<file path="config.mk">
export PLATFORM = sky130hd
export DESIGN_NAME = fifo_rd_ctrl_flat
export DESIGN_NICKNAME = d
export VERILOG_FILES = /design/src/rtl/fifo_rd_pkg.sv /design/src/rtl/fifo_rd_ctrl_if.sv /design/src/rtl/fifo_rd_skid.sv /design/src/rtl/fifo_rd_ctrl.sv /design/src/flat_wrapper.sv
export SDC_FILE = /design/constraint.sdc
export NUM_CORES = 1
export LEC_CHECK = 0
export BUFFER_PORTS_ARGS = -buffer_cell sky130_fd_sc_hd__buf_4
export CORE_MARGIN = 1.5
export CORE_UTILIZATION = 51
export CTS_CLUSTER_DIAMETER = 40
export DETAILED_ROUTE_END_ITERATION = 8
export GPL_ROUTABILITY_DRIVEN = 0
export PLACE_DENSITY = 0.77
export SETUP_SLACK_MARGIN = 0.4
export SLEW_MARGIN = 20
export SYNTH_ARGS = -nofsm -noshare
export SYNTH_HDL_FRONTEND = slang
export SYNTH_SLANG_ARGS = --single-unit
</file>
<file path="constraint.sdc">
create_clock -name clock -period 2.4 [get_ports clock]
set_input_delay 0.12 -clock clock [delete_from_list [all_inputs] [get_ports clock]]
set_output_delay 0.12 -clock clock [all_outputs]
set_load 0.03 [all_outputs]
</file>
<file path="src/rtl/fifo_rd_pkg.sv">
// Shared types and sizing constants for the FIFO read-side controller.
package fifo_rd_pkg;

  typedef enum logic [1:0] {
    IDLE  = 2'd0,
    RUN   = 2'd1,
    DRAIN = 2'd2
  } rd_state_e;

  localparam int SKID_DEPTH = 2;
  // Occupancy counts 0..SKID_DEPTH; credit adds the in-flight word on top.
  localparam int OCC_W      = $clog2(SKID_DEPTH + 1);
  localparam int CRD_W      = OCC_W + 1;

endpackage

</file>
<file path="src/rtl/fifo_rd_ctrl_if.sv">
// Handshake bundle between the read controller, the sync FIFO and the consumer.
// FIFO_RD_STATS_EN adds the word_cnt statistics output.
interface fifo_rd_ctrl_if #(
  parameter int WIDTH = 8,
  parameter int CNT_W = 32
);
  logic             start;
  logic [CNT_W-1:0] rd_size;
  logic             busy;
  logic             done;
  logic             pop;
  logic             ept;
  logic [WIDTH-1:0] r_data;
  logic             valid;
  logic [WIDTH-1:0] m_data;
  logic             m_valid;
  logic             m_ready;
  logic             err;
`ifdef FIFO_RD_STATS_EN
  logic [31:0]      word_cnt;
`endif

  modport master (
    input  start, rd_size, ept, r_data, valid, m_ready,
`ifdef FIFO_RD_STATS_EN
    output word_cnt,
`endif
    output busy, done, pop, m_data, m_valid, err
  );

  modport slave (
    output start, rd_size, ept, r_data, valid, m_ready,
`ifdef FIFO_RD_STATS_EN
    input  word_cnt,
`endif
    input  busy, done, pop, m_data, m_valid, err
  );
endinterface

</file>
<file path="src/rtl/fifo_rd_skid.sv">
// Two-entry head/tail register FIFO; the head register drives the consumer
// stream directly so m_data/m_valid are always registered.
module fifo_rd_skid
  import fifo_rd_pkg::*;
#(
  parameter int WIDTH = 8
) (
  input  logic             clock,
  input  logic             reset,
  input  logic             i_push,
  input  logic [WIDTH-1:0] i_data,
  input  logic             i_ready,
  output logic [WIDTH-1:0] o_data,
  output logic             o_valid,
  output logic [OCC_W-1:0] o_occ
);

  logic [WIDTH-1:0] r_head;
  logic [WIDTH-1:0] r_tail;
  logic             r_head_vld;
  logic             r_tail_vld;
  logic             w_deq;

  assign w_deq = r_head_vld && i_ready;

  always_ff @(posedge clock or negedge reset) begin
    if (!reset) begin
      r_head     <= '0;
      r_tail     <= '0;
      r_head_vld <= 1'b0;
      r_tail_vld <= 1'b0;
    end else if (w_deq) begin
      // Head leaves: the tail (if any) moves up, and a new push refills behind it.
      if (r_tail_vld) begin
        r_head     <= r_tail;
        r_tail_vld <= i_push;
        if (i_push) r_tail <= i_data;
      end else begin
        r_head_vld <= i_push;
        if (i_push) r_head <= i_data;
      end
    end else if (i_push) begin
      if (!r_head_vld) begin
        r_head     <= i_data;
        r_head_vld <= 1'b1;
      end else begin
        r_tail     <= i_data;
        r_tail_vld <= 1'b1;
      end
    end
  end

  assign o_data  = r_head;
  assign o_valid = r_head_vld;
  assign o_occ   = OCC_W'(r_head_vld) + OCC_W'(r_tail_vld);

endmodule

</file>
<file path="src/rtl/fifo_rd_ctrl.sv">
// Burst read controller: pops the sync FIFO under a skid-buffer credit rule and
// streams words to a valid/ready consumer. FIFO_RD_STATS_EN adds word_cnt.
module fifo_rd_ctrl
  import fifo_rd_pkg::*;
#(
  parameter int WIDTH = 8,
  parameter int CNT_W = 32
) (
  input  logic           clock,
  input  logic           reset,
  fifo_rd_ctrl_if.master bus
);

  rd_state_e        r_state;
  rd_state_e        w_state_nxt;
  logic [CNT_W-1:0] r_remaining;
  logic [CNT_W-1:0] w_remaining_nxt;
  logic             r_inflight;
  logic             r_busy;
  logic             r_done;
  logic             r_err;
  logic             w_pop;
  logic             w_done_nxt;
  logic             w_push;
  logic             w_deq;
  logic             w_m_valid;
  logic [OCC_W-1:0] w_occ;
  logic [CRD_W-1:0] w_credit;
  logic [CRD_W-1:0] w_limit;

  assign w_deq    = w_m_valid && bus.m_ready;
  assign w_push   = bus.valid && r_inflight;
  // occ + inflight - deq < depth, rearranged so nothing underflows.
  assign w_credit = CRD_W'(w_occ) + CRD_W'(r_inflight);
  assign w_limit  = CRD_W'(SKID_DEPTH) + CRD_W'(w_deq);

  always_comb begin
    w_state_nxt     = r_state;
    w_remaining_nxt = r_remaining;
    w_pop           = 1'b0;
    w_done_nxt      = 1'b0;
    case (r_state)
      IDLE: begin
        if (bus.start) begin
          if (bus.rd_size != '0) begin
            w_state_nxt     = RUN;
            w_remaining_nxt = bus.rd_size;
          end else begin
            w_done_nxt = 1'b1;
          end
        end
      end
      RUN: begin
        w_pop = !bus.ept && (r_remaining != '0) && (w_credit < w_limit);
        if (w_pop) begin
          w_remaining_nxt = r_remaining - CNT_W'(1);
          if (r_remaining == CNT_W'(1)) w_state_nxt = DRAIN;
        end
      end
      DRAIN: begin
        if (!r_inflight && (w_occ == '0)) begin
          w_state_nxt = IDLE;
          w_done_nxt  = 1'b1;
        end
      end
      default: w_state_nxt = IDLE;
    endcase
  end

  always_ff @(posedge clock or negedge reset) begin
    if (!reset) begin
      r_state     <= IDLE;
      r_remaining <= '0;
      r_inflight  <= 1'b0;
      r_busy      <= 1'b0;
      r_done      <= 1'b0;
      r_err       <= 1'b0;
    end else begin
      r_state     <= w_state_nxt;
      r_remaining <= w_remaining_nxt;
      r_inflight  <= w_pop;
      r_busy      <= (w_state_nxt != IDLE);
      r_done      <= w_done_nxt;
      // A return with nothing outstanding is dropped and flagged until reset.
      if (bus.valid && !r_inflight) r_err <= 1'b1;
    end
  end

  fifo_rd_skid #(.WIDTH(WIDTH)) u_skid (
    .clock   (clock),
    .reset   (reset),
    .i_push  (w_push),
    .i_data  (bus.r_data),
    .i_ready (bus.m_ready),
    .o_data  (bus.m_data),
    .o_valid (w_m_valid),
    .o_occ   (w_occ)
  );

  assign bus.m_valid = w_m_valid;
  assign bus.pop     = w_pop;
  assign bus.busy    = r_busy;
  assign bus.done    = r_done;
  assign bus.err     = r_err;

`ifdef FIFO_RD_STATS_EN
  logic [31:0] r_word_cnt;

  always_ff @(posedge clock or negedge reset) begin
    if (!reset)     r_word_cnt <= '0;
    else if (w_deq) r_word_cnt <= r_word_cnt + 32'd1;
  end

  assign bus.word_cnt = r_word_cnt;
`endif

endmodule

</file>
<file path="src/flat_wrapper.sv">
// flat-port wrapper written by rule: the top's interface ports become plain ports
module fifo_rd_ctrl_flat import fifo_rd_pkg::*;
#(
  parameter int WIDTH = 8,
  parameter int CNT_W = 32
)
  (clock, reset, bus_start, bus_rd_size, bus_ept, bus_r_data, bus_valid, bus_m_ready, bus_busy, bus_done, bus_pop, bus_m_data, bus_m_valid, bus_err);
  fifo_rd_ctrl_if #(.WIDTH(WIDTH), .CNT_W(CNT_W)) bus_i ();
  input  logic clock;
  input  logic reset;
  input wire logic [$bits(bus_i.start)-1:0] bus_start;
  input wire logic [$bits(bus_i.rd_size)-1:0] bus_rd_size;
  input wire logic [$bits(bus_i.ept)-1:0] bus_ept;
  input wire logic [$bits(bus_i.r_data)-1:0] bus_r_data;
  input wire logic [$bits(bus_i.valid)-1:0] bus_valid;
  input wire logic [$bits(bus_i.m_ready)-1:0] bus_m_ready;
  output wire logic [$bits(bus_i.busy)-1:0] bus_busy;
  output wire logic [$bits(bus_i.done)-1:0] bus_done;
  output wire logic [$bits(bus_i.pop)-1:0] bus_pop;
  output wire logic [$bits(bus_i.m_data)-1:0] bus_m_data;
  output wire logic [$bits(bus_i.m_valid)-1:0] bus_m_valid;
  output wire logic [$bits(bus_i.err)-1:0] bus_err;
  assign bus_i.start = bus_start;
  assign bus_i.rd_size = bus_rd_size;
  assign bus_i.ept = bus_ept;
  assign bus_i.r_data = bus_r_data;
  assign bus_i.valid = bus_valid;
  assign bus_i.m_ready = bus_m_ready;
  assign bus_busy = bus_i.busy;
  assign bus_done = bus_i.done;
  assign bus_pop = bus_i.pop;
  assign bus_m_data = bus_i.m_data;
  assign bus_m_valid = bus_i.m_valid;
  assign bus_err = bus_i.err;
  fifo_rd_ctrl #(.WIDTH(WIDTH), .CNT_W(CNT_W)) u_core (.clock(clock), .reset(reset), .bus(bus_i));
endmodule
</file>
==> out/summary.txt, run 1 <==
Post-route cell area -> 4640 um2
Seq. cell area -> 1400 um2
Worst-Skew Late Latency -> 0.32 ns
Multi-input gate area -> 2090 um2
Worst setup path class -> flip-flop to flip-flop
Root buffer cell -> clkbuf_8
Vias -> 3,476
Worst R2R Setup Slack -> 0.02 ns
Final Non-Filler Cells -> 548
Worst Reg-to-Reg Cells -> 8
Sink Count -> 56
Crit. End Element -> flip-flop
CP max FO -> 9
Post-synthesis sequential area ratio -> 0.422
Min cycle time layout -> 2.38 ns
Overall Global Routing Usage -> 0.271
Crit path DAT -> 2.61 ns
Fraction of registers with async set/reset -> 1.00
Required @ worst endpoint -> 2.62 ns
Leak -> 2.10 nW
CTS Buffer Depth -> 2
Vias in the first global route -> 3,338
Post-route antenna net violation count -> 0
Outcome -> finished, final reports clean
HPWL Detailed -> 6300 um
Share of cells above drive strength 1 -> 0.412
Drt pass-1 iters -> 6
Tot Pwr -> 4.12 mW
Syn Nets -> 427
Min-Delay Endpoint -> u_core.bus.err
Core Footprint -> 6310 um2
Area grow syn2layout -> 39.7%
Total CTS buffers -> 5
Largest delay share family, worst path -> simple AND/OR/NAND/NOR gates
CP bufs+invs -> 2
Fmax -> 0.419 GHz
Min-delay src -> bus_valid
Cell area after synthesis -> 3320 um2
H-tree Lvls -> 2
First-pass GRT wire length -> 15,500 um
Ys flop type -> dfrtp_1
Initial core utilization -> 0.526
Die Wd -> 83.7 um
Worst path cell trace -> or3_1 > nor4_4 > nor4b_4 > buf_4 > o21ai_4 > buf_12 > o21a_1 > o22a_1
CP max-delay cell -> or3_1
Reg2Reg Capture Point -> u_core.r_remaining[29]
Met2 WL post-DR -> 4780 um
Clk slew on worst S/H paths -> 0.11 ns
Post-Synthesis Cells -> 373
Port bufs -> 58
Ant. Diodes -> 0
Routed vias/inst -> 6.34
Initial antenna violation count -> 0
Max cap viols -> 0
Top layer in use -> met4
Placed insts -> 511
Yosys cell types -> 50
TritonCTS clock tree -> done
Die ar. -> 7000 um2
Fill cell total of the finished layout -> 448
Largest net degree at the start of global routing -> 57
WL final -> 9890 um
Fin crit share -> 0.993
M1 wire length -> 4080 um
Slew margin rel. -> 0.528
Commonest non-fill, non-tap cells in the layout -> buf_4, dfrtp_1, nand2_1
Routed length on met3 -> 726 um
Max Clock Skew -> 0.00909 ns
Placed cell areas -> 4040 um2
Avg WL per Cell -> 18.1 um
Final setup violation count -> 0
IO Pins -> 59
Rows -> 29
Crit Reg-Reg Startpoint -> u_core.r_remaining[24]
Gr ovfl total -> 0
Post-synth EDFFs -> 0
YS warnings -> 0
Power per cell area -> 887 nW/um2
Unrepaired setup endpoints after global routing -> true
Commonest non-fill, non-tap cell in the layout -> buf_4
Peak supply drop -> 570 uV
DRC -> 0
Die Ht -> 83.7 um
Post-layout nets -> 524
Hold crit path type -> input pin to flip-flop
Initial DRC Count -> 360
WHS Path Cells -> 2
Final Util -> 0.735
Flops & latches, synth -> 56
Critical Path Source Type -> flip-flop
Max incr delay on CP -> 0.48 ns
Final hold vios -> 0
Max-slew violation count -> 0
Slew @ Worst Pin -> 0.708 ns
Mapped Avg Cell Area -> 8.90 um2
-- area by class of cell --
type / count / share of cell area
well taps: 77 / 0.0208
repair buffers: 109 / 0.195
multi-input cells: 288 / 0.450
inverters: 10 / 0.0113
clock inverters: 3 / 0.00593
flip-flops and latches: 56 / 0.302
clock buffers: 5 / 0.0148
-- routing by layer --
metal,global-route usage,up-vias
met5,0,-
met4,0.0894,0
met3,0.0376,43
met2,0.468,208
met1,0.350,1644
li1,-,1581
-- cells by family after synthesis --
family / Yosys count / synth area share
buffers and inverters: 29 / 0.0448
AO/OA/AOI/OAI: 117 / 0.216
adder cells (fa/ha/maj): 8 / 0.0324
XOR/XNOR: 3 / 0.00791
multiplexers: 17 / 0.0543
AND/OR/NAND/NOR: 143 / 0.223
flip-flops: 56 / 0.422
-- registers in the layout (all words and copies together) (netlist names) --
| signal | flops |
|---|---|
| u_core.r_inflight | 1 |
| u_core.u_skid.r_tail_vld | 1 |
| u_core.u_skid.o_valid | 1 |
| u_core.r_state | 2 |
| u_core.r_remaining | 32 |
| u_core.bus.err | 1 |
| u_core.u_skid.r_tail | 8 |
| u_core.u_skid.o_data | 8 |
| u_core.bus.done | 1 |
| u_core.bus.busy | 1 |
-- how the worst max path moves through the flow --
stage	start	to	cells past startpoint
3_3_place_gp	u_core.r_remaining[28]	u_core.r_remaining[31]	8
4_1_cts	u_core.r_remaining[12]	u_core.r_remaining[29]	8
5_1_grt	u_core.r_remaining[24]	u_core.r_remaining[31]	8
6_report	u_core.r_remaining[24]	u_core.r_remaining[29]	8
3_5_place_dp	u_core.r_remaining[28]	u_core.r_remaining[31]	8
2_1_floorplan	u_core.u_skid.o_valid	u_core.r_remaining[2]	11
-- Yosys cell counts (7+ instances only) --
cell	n	area [um2]
nor3_1	10	50.1
dfrtp_1	56	1400
o22ai_1	12	75.1
clkbuf_1	11	41.3
nand3_1	8	40.0
nor2_1	32	120
nor4_1	16	100
nand2_1	44	165
mux2_2	8	90.1
inv_1	10	37.5
a21oi_1	37	185
o21ai_1	7	35.0
a31oi_1	8	50.1
mux2i_1	9	90.1
o21ai_0	24	120
ha_1	7	87.6
-- power by group --
| part | total (mW) | switching [mW] | internal, mW |
|---|---|---|---|
| clock | 0.566 | 0.351 | 0.216 |
| sequential | 1.67 | 0.365 | 1.30 |
| combinational | 1.88 | 0.984 | 0.898 |
| total | 4.12 | 1.70 | 2.42 |
-- timing repair --
action                     in CTS  in global routing
pin swaps                      17                 16
hold endpoints to repair       56                  0
resized for setup              29                 42
hold buffers                    1                  0
setup endpoints to repair      33                 33
cloned                          2                  2
buffers inserted               20                  4
-- stage by stage --
| step | worst slack (ns) | TNS [ns] | hold WS [ns] |
|---|---|---|---|
| floorplan | 0.191 | 0 | -0.176 |
| global placement | 0.0806 | 0 | 0.233 |
| detailed placement | 0.00933 | 0 | 0.222 |
| CTS | 0.0907 | 0 | 0.0280 |
| global route | -0.0841 | -0.460 | 0.0335 |
| finish | 0.0156 | 0 | 0.0223 |
-- worst register-to-register path: cells and delay by family (launching register included) --
| family | cells | cell delay (ns) |
|---|---|---|
| compound gates | 3 | 0.40 |
| buf+inv | 2 | 0.34 |
| flops | 1 | 0.46 |
| simple gates | 3 | 1.08 |
Power figures use the tool's default switching activity.
==> inputs of run 2 (changes only) <==
--- a/config.mk
+++ b/config.mk
@@ -7,11 +7,13 @@
 export LEC_CHECK = 0
 export BUFFER_PORTS_ARGS = -buffer_cell sky130_fd_sc_hd__buf_4
 export CORE_MARGIN = 1.5
-export CORE_UTILIZATION = 51
+export CORE_UTILIZATION = 52
+export CTS_BUF_LIST = sky130_fd_sc_hd__clkbuf_4
 export CTS_CLUSTER_DIAMETER = 40
 export DETAILED_ROUTE_END_ITERATION = 8
 export GPL_ROUTABILITY_DRIVEN = 0
-export PLACE_DENSITY = 0.77
+export MAX_ROUTING_LAYER = met4
+export PLACE_DENSITY = 0.78
 export SETUP_SLACK_MARGIN = 0.4
 export SLEW_MARGIN = 20
 export SYNTH_ARGS = -nofsm -noshare
==> out/summary.txt, run 2 (synthesis results as in run 1) <==
Final setup violation count -> 1 (+1)
Initial antenna violation count -> 0 (unchanged)
Min-delay src -> bus_rd_size[1]
Setup ws final -> -0.00623 ns (-0.0218 ns)
Final hold vios -> 0 (unchanged)
Vias in the first global route -> 3,345 (+0.21%)
Root buffer cell -> clkbuf_4
Min Hold Slack -> 0.00679 ns (-0.0155 ns)
Worst setup path class -> flip-flop to primary output
Clk slew on worst S/H paths -> 0.17 ns (+0.06 ns)
Met1 Track Usage GR -> 0.397 (+0.0472)
Peak supply drop -> 612 uV (+7.4%)
WL final -> 10,200 um (+3.3%)
Slew @ Worst Pin -> 0.733 ns (+0.0248 ns)
Die Wd -> 82.9 um (-0.93%)
HPWL Detailed -> 6060 um (-3.8%)
Sink Count -> 56 (unchanged)
TritonCTS clock tree -> done
Failing checks -> setup timing
Commonest non-fill, non-tap cell in the layout -> buf_4
Max Clock Skew -> 0.00649 ns (-0.00259 ns)
Worst R2R Setup Slack -> 0 ns (-0.02 ns)
Crit. End Element -> primary output
Reg2Reg Capture Point -> u_core.r_remaining[30]
Max-slew violation count -> 0 (unchanged)
Outcome -> finished, violations left
Worst-Skew Late Latency -> 0.39 ns (+0.07 ns)
IO Pins -> 59 (unchanged)
Post-route antenna net violation count -> 0 (unchanged)
Critical Path Source Type -> flip-flop
Die ar. -> 6870 um2 (-1.9%)
Largest net degree at the start of global routing -> 57 (unchanged)
Worst Reg-to-Reg Cells -> 8 (unchanged)
First-pass GRT wire length -> 16,300 um (+4.8%)
Vias -> 3,486 (+0.29%)
Required @ worst endpoint -> 2.28 ns (-0.34 ns)
Largest register FFs -> 32 (unchanged)
Die Ht -> 82.9 um (-0.93%)
Core Footprint -> 6030 um2 (-4.6%)
Min-Delay Endpoint -> u_core.r_remaining[1]
Crit path DAT -> 2.29 ns (-0.32 ns)
Gr ovfl total -> 0 (unchanged)
Port bufs -> 58 (unchanged)
Initial core utilization -> 0.551 (+0.0251)
Post-route cell area -> 4760 um2 (+2.5%)
Dpl ws -> 0.0256 ns (+0.0163 ns)
DRC -> 0 (unchanged)
Min cycle time layout -> 2.41 ns (+0.0218 ns)
Area grow syn2layout -> 43.2%
Avg WL per Cell -> 18.5 um (+2.8%)
Rows -> 28 (-3.4%)
Most flops, register -> u_core.r_remaining
Fmax -> 0.416 GHz (-0.91%)
Commonest non-fill, non-tap cells in the layout -> buf_4, dfrtp_1, nand2_1
Share of cells above drive strength 1 -> 0.391 (-0.0211)
Crit Reg-Reg Startpoint -> u_core.r_remaining[0]
Initial DRC Count -> 548 (+52%)
H-tree Lvls -> 2 (unchanged)
Slew margin rel. -> 0.511 (-0.0166)
Unrepaired setup endpoints after global routing -> true
Hold crit path type -> input pin to flip-flop
Ant. Diodes -> 0 (unchanged)
Grt peak-use layer -> met2
WHS Path Cells -> 3 (+1)
Met3 Track Usage GR -> 0.0467 (+0.00913)
Placed cell areas -> 4040 um2 (unchanged)
Drt pass-1 iters -> 7 (+1)
Total CTS buffers -> 5 (unchanged)
CTS Buffer Depth -> 2 (unchanged)
Fin crit share -> 1.00 (+0.00910)
Max cap viols -> 0 (unchanged)
Fill cell total of the finished layout -> 381 (-15%)
M2 GR Usage -> 0.469 (+0.000846)
Overall Global Routing Usage -> 0.293 (+0.0225)
CP max FO -> 2 (-7)
Leak -> 2.10 nW (+0.27%)
Routed vias/inst -> 6.33 (-0.26%)
Post-layout nets -> 529 (+0.95%)
Power per cell area -> 865 nW/um2 (-2.6%)
run 2: per-stage QoR:
step                cells  utilization  TNS (ns)  total power, mW
detailed placement    506        0.670         0             3.04
CTS                   542        0.757         0             3.84
finish                551        0.789  -0.00623             4.11
floorplan             373            -         0             2.55
global route          551        0.789    -0.770             4.33
global placement      506        0.670         0             2.97
run 2: cell type report:
type,count,area [um2],share of cell area
flip-flops and latches,56,1410,0.295
clock buffers,5,37.5,0.00789
repair buffers,114,1050,0.220
clock inverters,3,47.5,0.0100
well taps,75,93.8,0.0197
inverters,10,42.5,0.00895
multi-input cells,288,2080,0.438
run 2: repair_timing:
| item | 4_1_cts | 5_1_grt |
|---|---|---|
| pin swaps | 10 | 6 |
| resized for setup | 35 | 25 |
| setup endpoints to repair | 33 | 33 |
| hold buffers | 11 | 0 |
| hold endpoints to repair | 66 | 0 |
| setup buffers | 11 | 9 |
| cloned | 6 | 0 |
run 2: layer usage:
layer	routed length (um)	part of all wire
met4	249	0.024
met3	836	0.082
met1	4250	0.42
met5	0	0
met2	4890	0.48
run 2: power breakdown:
group          internal, mW  switching, mW
logic                 0.920          0.953
registers              1.31          0.383
clock network         0.223          0.327
run 2: worst max-delay path by stage:
stage	from	end	slack, ns	cells after the start
finish	u_core.r_remaining[13]	bus_pop	-0.006	6
CTS	u_core.r_remaining[13]	bus_pop	0.01	6
detailed placement	u_core.r_remaining[28]	u_core.r_remaining[31]	0.03	8
global route	u_core.r_remaining[13]	bus_pop	-0.1	6
floorplan	u_core.u_skid.o_valid	u_core.r_remaining[2]	0.19	11
global placement	u_core.r_remaining[28]	u_core.r_remaining[31]	0.09	8
run 2: worst max-delay path, cell delays in order, from the launching register on:
cell and delay (ns):
dfrtp_1 0.42, or4_4 0.58, nor4_4 0.28, nor4b_4 0.26, buf_4 0.17, nor2_2 0.05, buf_6 0.13
